File: src/rtl/move_command_tx.sv
// IR transmitter for the rover move-command link: latches a 12-bit command and sends it
// as a pulse-width-coded, carrier-modulated frame (start mark + 12 bits LSB first), REPEATS times.
module move_command_tx #(
  parameter int CLOCK_HZ    = 27000000,
  parameter int CARRIER_HZ  = 40000,
  parameter int UNIT_US     = 600,
  parameter int FRAME_UNITS = 75,
  parameter int REPEATS     = 3
) (
  input  logic        clock,
  input  logic        reset,
  input  logic        enable,
  input  logic [11:0] move_command,
  output logic        busy,
  output logic        done,
  output logic        envelope,
  output logic        ir_out
);

  localparam int HALF_CYC  = CLOCK_HZ / (2 * CARRIER_HZ);
  localparam int UNIT_CYC  = (CLOCK_HZ / 1000000) * UNIT_US;
  localparam int START_CYC = 4 * UNIT_CYC;
  localparam int FRAME_CYC = FRAME_UNITS * UNIT_CYC;
  localparam int UNIT_W    = $clog2(START_CYC + 1);
  localparam int FRAME_W   = $clog2(FRAME_CYC + 1);
  localparam int PHASE_W   = (HALF_CYC > 1) ? $clog2(HALF_CYC) : 1;

  localparam logic [UNIT_W-1:0]  START_LAST = UNIT_W'(START_CYC - 1);
  localparam logic [UNIT_W-1:0]  UNIT_LAST  = UNIT_W'(UNIT_CYC - 1);
  localparam logic [UNIT_W-1:0]  MARK1_LAST = UNIT_W'(2 * UNIT_CYC - 1);
  localparam logic [FRAME_W-1:0] FRAME_LAST = FRAME_W'(FRAME_CYC - 1);
  localparam logic [PHASE_W-1:0] PHASE_LAST = PHASE_W'(HALF_CYC - 1);
  localparam logic [2:0]         REP_INIT   = 3'(REPEATS);

  typedef enum logic [2:0] {
    IDLE,
    START,
    BIT_SPACE,
    BIT_MARK,
    GAP,
    DONE
  } state_t;

  state_t               state, state_next;
  logic [UNIT_W-1:0]    unit_cnt;
  logic [FRAME_W-1:0]   frame_cnt;
  logic [PHASE_W-1:0]   phase_cnt, phase_d;
  logic                 carrier, carrier_d;
  logic [11:0]          shreg, word_latched;
  logic [3:0]           bit_cnt;
  logic [2:0]           rpt_cnt;

  logic accept, unit_end, last_bit, frame_end, last_rep;
  logic mark_next, mark_entry, timed_state;

  assign accept    = ((state == IDLE) || (state == DONE)) && enable;
  assign last_bit  = (bit_cnt == 4'd11);
  assign frame_end = (frame_cnt == FRAME_LAST);
  assign last_rep  = (rpt_cnt == 3'd1);
  assign timed_state = (state == START) || (state == BIT_SPACE) || (state == BIT_MARK);

  // NOTE: every signal assigned in an always_comb gets a default first, so no latch is inferred.
  always_comb begin
    unit_end = 1'b0;
    case (state)
      START:     unit_end = (unit_cnt == START_LAST);
      BIT_SPACE: unit_end = (unit_cnt == UNIT_LAST);
      BIT_MARK:  unit_end = (unit_cnt == (shreg[0] ? MARK1_LAST : UNIT_LAST));
      default:   unit_end = 1'b0;
    endcase
  end

  // State register.
  // NOTE: sequential state uses non-blocking assignments so every flop samples pre-edge values.
  always_ff @(posedge clock or negedge reset) begin
    if (!reset) state <= IDLE;
    else        state <= state_next;
  end

  // Next-state logic.
  always_comb begin
    state_next = state;
    case (state)
      IDLE:      if (enable) state_next = START;
      START:     if (unit_end) state_next = BIT_SPACE;
      BIT_SPACE: if (unit_end) state_next = BIT_MARK;
      BIT_MARK:  if (unit_end) state_next = last_bit ? GAP : BIT_SPACE;
      GAP:       if (frame_end) state_next = last_rep ? DONE : START;
      DONE:      state_next = enable ? START : IDLE;
      default:   state_next = IDLE;
    endcase
  end

  // Output logic: next values of the registered outputs and the carrier phase.
  always_comb begin
    mark_next  = (state_next == START) || (state_next == BIT_MARK);
    mark_entry = mark_next && (state_next != state);
    phase_d    = phase_cnt;
    carrier_d  = carrier;
    if (mark_entry) begin
      phase_d   = '0;
      carrier_d = 1'b1;
    end else if (mark_next) begin
      if (phase_cnt == PHASE_LAST) begin
        phase_d   = '0;
        carrier_d = ~carrier;
      end else begin
        phase_d = phase_cnt + 1'b1;
      end
    end
  end

  // NOTE: the shift register and latched word are plain flops, so they are reset like the rest.
  always_ff @(posedge clock or negedge reset) begin
    if (!reset) begin
      busy         <= 1'b0;
      done         <= 1'b0;
      envelope     <= 1'b0;
      ir_out       <= 1'b0;
      phase_cnt    <= '0;
      carrier      <= 1'b0;
      unit_cnt     <= '0;
      frame_cnt    <= '0;
      shreg        <= '0;
      word_latched <= '0;
      bit_cnt      <= '0;
      rpt_cnt      <= '0;
    end else begin
      busy      <= (state_next == START) || (state_next == BIT_SPACE) ||
                   (state_next == BIT_MARK) || (state_next == GAP);
      done      <= (state_next == DONE);
      envelope  <= mark_next;
      ir_out    <= mark_next & carrier_d;
      phase_cnt <= phase_d;
      carrier   <= carrier_d;

      // Unit counter only runs in the timed states, so it can never wrap in the long gap.
      if (!timed_state || (state_next != state)) unit_cnt <= '0;
      else                                       unit_cnt <= unit_cnt + 1'b1;

      if ((state_next == START) && (state != START)) frame_cnt <= '0;
      else if (timed_state || (state == GAP))        frame_cnt <= frame_cnt + 1'b1;

      if (accept) begin
        shreg        <= move_command;
        word_latched <= move_command;
        rpt_cnt      <= REP_INIT;
        bit_cnt      <= '0;
      end else if ((state == BIT_MARK) && unit_end) begin
        shreg   <= shreg >> 1;
        bit_cnt <= last_bit ? 4'd0 : bit_cnt + 4'd1;
      end else if ((state == GAP) && frame_end) begin
        rpt_cnt <= rpt_cnt - 3'd1;
        shreg   <= word_latched;
        bit_cnt <= '0;
      end
    end
  end

endmodule

File: config.mk
export PLATFORM = sky130hd
export DESIGN_NAME = move_command_tx
export DESIGN_NICKNAME = d
export VERILOG_FILES = /design/src/rtl/move_command_tx.sv
export SDC_FILE = /design/constraint.sdc
export NUM_CORES = 1
export LEC_CHECK = 0
export ABC_CLOCK_PERIOD_IN_PS = 4400
export CORE_ASPECT_RATIO = 0.5
export CORE_UTILIZATION = 66
export DETAILED_ROUTE_END_ITERATION = 12
export PLACE_DENSITY = 0.86
export RECOVER_POWER = 100
export SLEW_MARGIN = 25
export SYNTH_ARGS = -nofsm -noshare
export SYNTH_HDL_FRONTEND = slang
export SYNTH_SLANG_ARGS = --single-unit
export TNS_END_PERCENT = 1
File: constraint.sdc
create_clock -name clock -period 4.4 [get_ports clock]
set_input_delay 0.44 -clock clock [delete_from_list [all_inputs] [get_ports clock]]
set_output_delay 0.44 -clock clock [all_outputs]
set_load 0.01 [all_outputs]
Word-level counts from Yosys, hierarchy flattened
Index checks and enable logic that the tools add are counted.
- $add $sub $neg: 5
- equal/unequal tests: 20
- muxes and demuxes: 30
- bitwise logic cells: 2
- reductions and logical operators: 21
- operator list (operator ; number):
    21-bit two-way mux ; 2
    12-bit two-way mux ; 3
    3-bit two-way mux ; 10
    9-bit two-way mux ; 3
    21-bit by 1-bit adder with 21-bit output (second input constant) ; 1
    21-bit equality test (second input constant) ; 1
    3-bit case mux with 6 select lines ; 1
    16-bit by 1-bit adder with 16-bit output (second input constant) ; 1
    16-bit by 14-bit equality test with 1-bit output (second input constant) ; 1
    16-bit by 15-bit equality test with 1-bit output ; 1
    16-bit equality test (second input constant) ; 1
    16-bit two-way mux ; 1
    4-bit two-way mux ; 4
    15-bit two-way mux ; 1
    3-bit by 2-bit equality test with 1-bit output (second input constant) ; 4
    3-bit equality test (second input constant) ; 4
    9-bit by 1-bit adder with 9-bit output (second input constant) ; 1
    3-bit by 1-bit equality test with 1-bit output (second input constant) ; 3
    9-bit equality test (second input constant) ; 1
    1-bit logical OR ; 9
    2-bit nonzero test ; 3
    1-bit logical AND ; 5
    4-bit by 1-bit adder with 4-bit output (second input constant) ; 1
    4-bit equality test (second input constant) ; 1
    12 further kinds ; 15
- register bits: 85
- input bits: 15
- output and inout bits: 4

Logic depth before layout (Yosys ltp)
- depth after elaboration: 10
- gate-level depth with buffers: 11
- depth with buffers taken out: 9

Worst setup path after synthesis
OpenSTA, ideal clock, no wires.
- path type: flip-flop to flip-flop
- from: register state[1]
- to: register unit_cnt[11]
- setup time: 0.136 ns
- arrival: 2.192 ns
- data required time: 4.264 ns
- slack: 2.072 ns
- stages on the path, launching flop included: 10
- buffers on the path: 2
- period minus slack after synthesis: 2.328 ns
- cell sequence: dfrtp_1 > nor2b_4 > buf_6 > o32a_4 > a221oi_4 > a21o_4 > nand3_4 > mux2i_4 > buf_6 > nor3_1
- cells in the longest elaborated chain, start to end: 7
- elaborated cells on any way between the ends: 19
- classes of those cells: eq/ne (6); mux (8); reduce/logical (5)
- ends and longest elaborated chain (what ; RTL line ; text):
    from (decl) ; 44 ; state_t state, state_next;
    from (signal assigned) ; 77 ; else state <= state_next;
    3-bit by 2-bit equality test with 1-bit output or 3-bit by 1-bit equality test with 1-bit output (tied branches) ; 65, 83 ;
    1-bit case mux with 3 select lines ; 65 ; case (state)
    3-bit two-way mux, on equally long branches ; 87, 85, 86 ;
    3-bit case mux with 6 select lines * ; 83 ; case (state)
    net state_next[0] ; 44 ;
    3-bit inequality test * ; 138 ; if (!timed_state || (state_next != state)) unit_cnt <= '0;
    1-bit logical OR * ; 138 ;
    16-bit two-way mux * ; 138 ;
    to (signal assigned) ; 139 ; else unit_cnt <= unit_cnt + 1'b1;
    to (decl) ; 45 ; logic [UNIT_W-1:0] unit_cnt;
The timed path passes the listed nets; every way through them passes the cells marked *.
A chain may end at the register's enable or synchronous reset.

Worst setup path after layout
- from: register state[2]
- to: register phase_cnt[3]
- cells in the longest elaborated chain, start to end: 8
- elaborated cells on any way between the ends: 20
- classes of those cells: eq/ne (8); mux (8); reduce/logical (4)
- ends and longest elaborated chain (what ; RTL line ; text):
    3-bit by 2-bit equality test with 1-bit output or 3-bit by 1-bit equality test with 1-bit output (tied branches) ; 65, 83 ;
    1-bit case mux with 3 select lines ; 65 ;
    3-bit two-way mux, on equally long branches ; 87, 85, 86 ;
    3-bit case mux with 6 select lines * ; 83 ;
    3-bit by 1-bit equality test with 1-bit output or 3-bit by 2-bit equality test with 1-bit output (tied branches) ; 96 ; mark_next = (state_next == START) || (state_next == BIT_MARK);
    1-bit logical OR * ; 96 ;
    net mark_next ; 54 ; logic mark_next, mark_entry, timed_state;
    1-bit logical AND ; 97 ; mark_entry = mark_next && (state_next != state);
    9-bit two-way mux or 2-bit nonzero test (tied branches) ; n/a ;
    to (signal assigned) ; 134 ; phase_cnt <= phase_d;
    to (decl) ; 47 ; logic [PHASE_W-1:0] phase_cnt, phase_d;
Marked as above.

==> metrics.md <==
| Metric | Value |
|---|---|
| Status | finished, violations left |
| Failing checks | max-capacitance violations, max-slew violations |
| Worst-path clk slew | about 60 ps |
| Syn nets | just over 500 |
| Non-Filler Instances | ~600 |
| Final Hold Viols | 0 |
| Min Tclk post-route | 3580 ps |
| Cell count after synthesis | roughly 480 |
| Number of global-route vias before repair | around 3200 |
| Root Buffer | clkbuf_16 |
| Via/cell ratio | 5.84 |
| Fill cells | around 470 |
| Ys flop type | dfrtp_1 |
| Total power draw | about 1.5 mW |
| Initial Util | between 60% and 70% |
| Drt first pass iters | 4 |
| DRC Markers | 0 |
| Final Max Slew Viols | 86 |
| Placed Instances | ~570 |
| Antenna violations before repair | 0 |
| Yosys cell types | 65 |
| CTS sink cnt | between 80 and 90 |
| Pleak | about 2.2 nW |
| FP Rows | 21 |
| Share of cells above drive strength 1 | under 10% |
| WL per Instance | around 15 microns |
| CP Capture Type | flip-flop |
| H-tree depth | 3 |
| Clock skew | between 6 and 7 ps |
| Vias | ~3400 |
| Longest Clk Path Bufs | 2 |
| Worst Path Required | 4620 ps |
| Worst min-delay path startpoint | word_latched[9] |
| Cell Pwr Density | roughly 300 nW/um^2 |
| Worst min path class | flip-flop to flip-flop |
| Hold path cells | 2 |
| Largest net degree at the start of global routing | 86 |
| Reg-to-Reg Start | state[2] |
| Max_slew headroom | -34.5% |
| End of the worst hold path | word_latched[9] |
| I/O Buffers | 18 |
| Post-Syn Area per Cell | approximately 9.5 sq um |
| Reg2Reg Depth | 8 |
| Final ANT Viol Nets | 0 |
| Clock latency at the later pin of the worst-skew pair | between 300 and 400 ps |
| CTS tree | yes |
| Max rail drop VDD | ~0.24 mV |
| Critical Path AT | 3800 ps |
| Finished Cell Area | between 4000 and 5000 sq um |
| Die ar. | approximately 7300 sq um |
| GR Overflow Total | 0 |
| Cts bufs inserted | 9 |
| GP Congestion | between 0.8 and 0.9 |
| # resized after CTS | 0 |
| Sequential cell area | approximately 2100 sq um |
| Hold Buf Count CTS | 0 |
| FF-to-FF End | phase_cnt[3] |
| EDFF count, synth | 0 |
| Footprint of the multi-input gates | between 2000 and 2500 sq um |
| Period Utilization, post-route | approximately four fifths |
| Chip width | 120 microns |
| Worst Max-Slew Pin Slew | 2020 ps |
| DRT Wirelength | roughly 8900 microns |
| Post-Place Setup Slack | roughly 1300 ps |
| Synthesis-stage register bit count | 85 |
| Max-cap viol count | 1 |
| First-pass GRT wire length | between 10000 and 15000 microns |
| GRT Total Usage | approximately a quarter |
| Total number of yosys warnings | 0 |
| RSZ-0062 raised after global routing | false |
| Ys async rst share | 100% |
| Final setup TNS | 0 ps |
| Cell Area, Synth | 4600 sq um |
| Sequential area share after synthesis | between 40% and 50% |
| Fmax | between 0.2 and 0.3 GHz |
| Final setup fails | 0 |
| DIE HEIGHT | 61.0 microns |
| CP Max Fanout | 26 |
| Startpoint types | flip-flop |
| Worst Slack Setup Final | approximately 820 ps |
| Io pins | 19 |
| Area of the core | ~6700 sq um |
| Placed Instance Area | around 4700 sq um |
| DRT iter0 DRCs | roughly 340 |
| Final HPWL DP | roughly 5700 microns |
| Layout area overhead | 7.78% |
| Diode count | 0 |
| Post-CTS Setup Bufs | 0 |
| # nets final | between 500 and 600 |
| Setup Crit Path Kind | flip-flop to flip-flop |
| Flop2flop setup slack | roughly 820 ps |
[power breakdown]
| group | internal [mW] | switching, mW | total, mW |
|---|---|---|---|
| sequential | 0.782 | 0 | 0.782 |
| clock | 0.413 | 0.287 | 0.700 |
| combinational | 0.0104 | 0.0158 | 0.0261 |
| total | 1.21 | 0.303 | 1.51 |
[Yosys cell counts, types with 3 or more instances]
library cell / count / share of area (%)
a22o_1: 3 / 0.57
buf_6: 8 / 2.0
nand4_1: 8 / 1.1
a21oi_1: 6 / 0.65
nand2_1: 72 / 5.9
and3_1: 11 / 1.5
and2b_2: 4 / 0.76
and2_1: 7 / 0.95
nor3_2: 3 / 0.65
nor2_1: 53 / 4.3
a31oi_1: 12 / 1.6
o31ai_1: 5 / 0.82
clkbuf_1: 7 / 0.57
and4_1: 3 / 0.57
xnor2_1: 15 / 2.9
inv_1: 9 / 0.73
nand2b_1: 8 / 1.1
dfrtp_1: 85 / 46
nor3_1: 16 / 1.7
o21ai_0: 34 / 3.7
nand3_1: 17 / 1.8
nor2b_1: 7 / 0.95
ha_1: 7 / 1.9
nand4b_1: 3 / 0.57
xor2_1: 25 / 4.8
o2111ai_1: 5 / 0.95
or3_1: 3 / 0.41
[cell families after synthesis]
| kind of cell | Yosys count | synth area share [%] |
|---|---|---|
| DFF | 85 | 46.2 |
| xor gates and xnor gates | 40 | 7.62 |
| adders and majority gates | 7 | 1.90 |
| buffers and inverters | 34 | 4.90 |
| muxes | 4 | 1.17 |
| AOI/OAI and AO/OA | 77 | 11.7 |
| and+or+nand+nor | 236 | 26.4 |
[worst max-delay path, stage by stage (launching register included)]
cell and delay (ps):
dfrtp_1 890, nor2b_1 300, o32a_4 440, a221oi_4 500, o2bb2ai_1 590, a31o_4 300, clkinvlp_2 160, nand2_2 150
o21ai_0 110
[how the worst max path moves through the flow]
stage	start	endpoint	slack, ps
2_1_floorplan	state[1]	unit_cnt[11]	2070
3_3_place_gp	state[2]	unit_cnt[12]	1280
3_5_place_dp	state[2]	unit_cnt[9]	1250
4_1_cts	state[2]	frame_cnt[9]	1230
5_1_grt	state[2]	phase_cnt[5]	560
6_report	state[2]	phase_cnt[3]	820
[per-layer routing]
metal / routed length (microns) / GRT usage, %
met5: 0 / 0
met4: 95 / 9.11
met3: 320 / 7.78
met2: 4200 / 42.8
met1: 4290 / 35.8
[registers in the layout, summed over array words and instances (netlist names), 3 cells and up]
name and flops:
unit_cnt 16, rpt_cnt 3, bit_cnt 4, word_latched 12, shreg 12, frame_cnt 21, state 3, phase_cnt 9
[through the flow]
step	utilization, %	hold WS (ps)
5_1_grt	74.0	494
4_1_cts	74.6	322
3_5_place_dp	70.6	457
3_3_place_gp	70.6	452
6_report	74.0	468
2_1_floorplan	-	144
[layout make-up]
cell class | count | share of cell area [%]
timing repair buffer | 20 | 3.84
multi-input combinational | 364 | 44.6
clock buffer | 15 | 5.40
sequential | 85 | 42.9
clock inverter | 1 | 0.101
tap | 92 | 2.32
inverter | 10 | 0.782
[layout by cell type (no fill, tap or decap), types with 5 or more instances in the layout]
cell,synthesis,final
a31oi_1,12,12
o31ai_1,5,5
and2_1,7,6
xnor2_1,15,15
nand3_1,17,18
clkbuf_16,0,9
inv_1,9,9
ha_1,7,7
o21ai_0,34,34
dfrtp_1,85,85
and3_1,11,11
nand2_1,72,72
nand2b_1,8,8
a21oi_1,6,7
nor2b_1,7,8
clkdlybuf4s50_1,0,13
nor3_1,16,18
xor2_1,25,25
o2111ai_1,5,5
nor2_1,53,53
nand4_1,8,8
No activity file was read; power rests on OpenSTA's default activity.
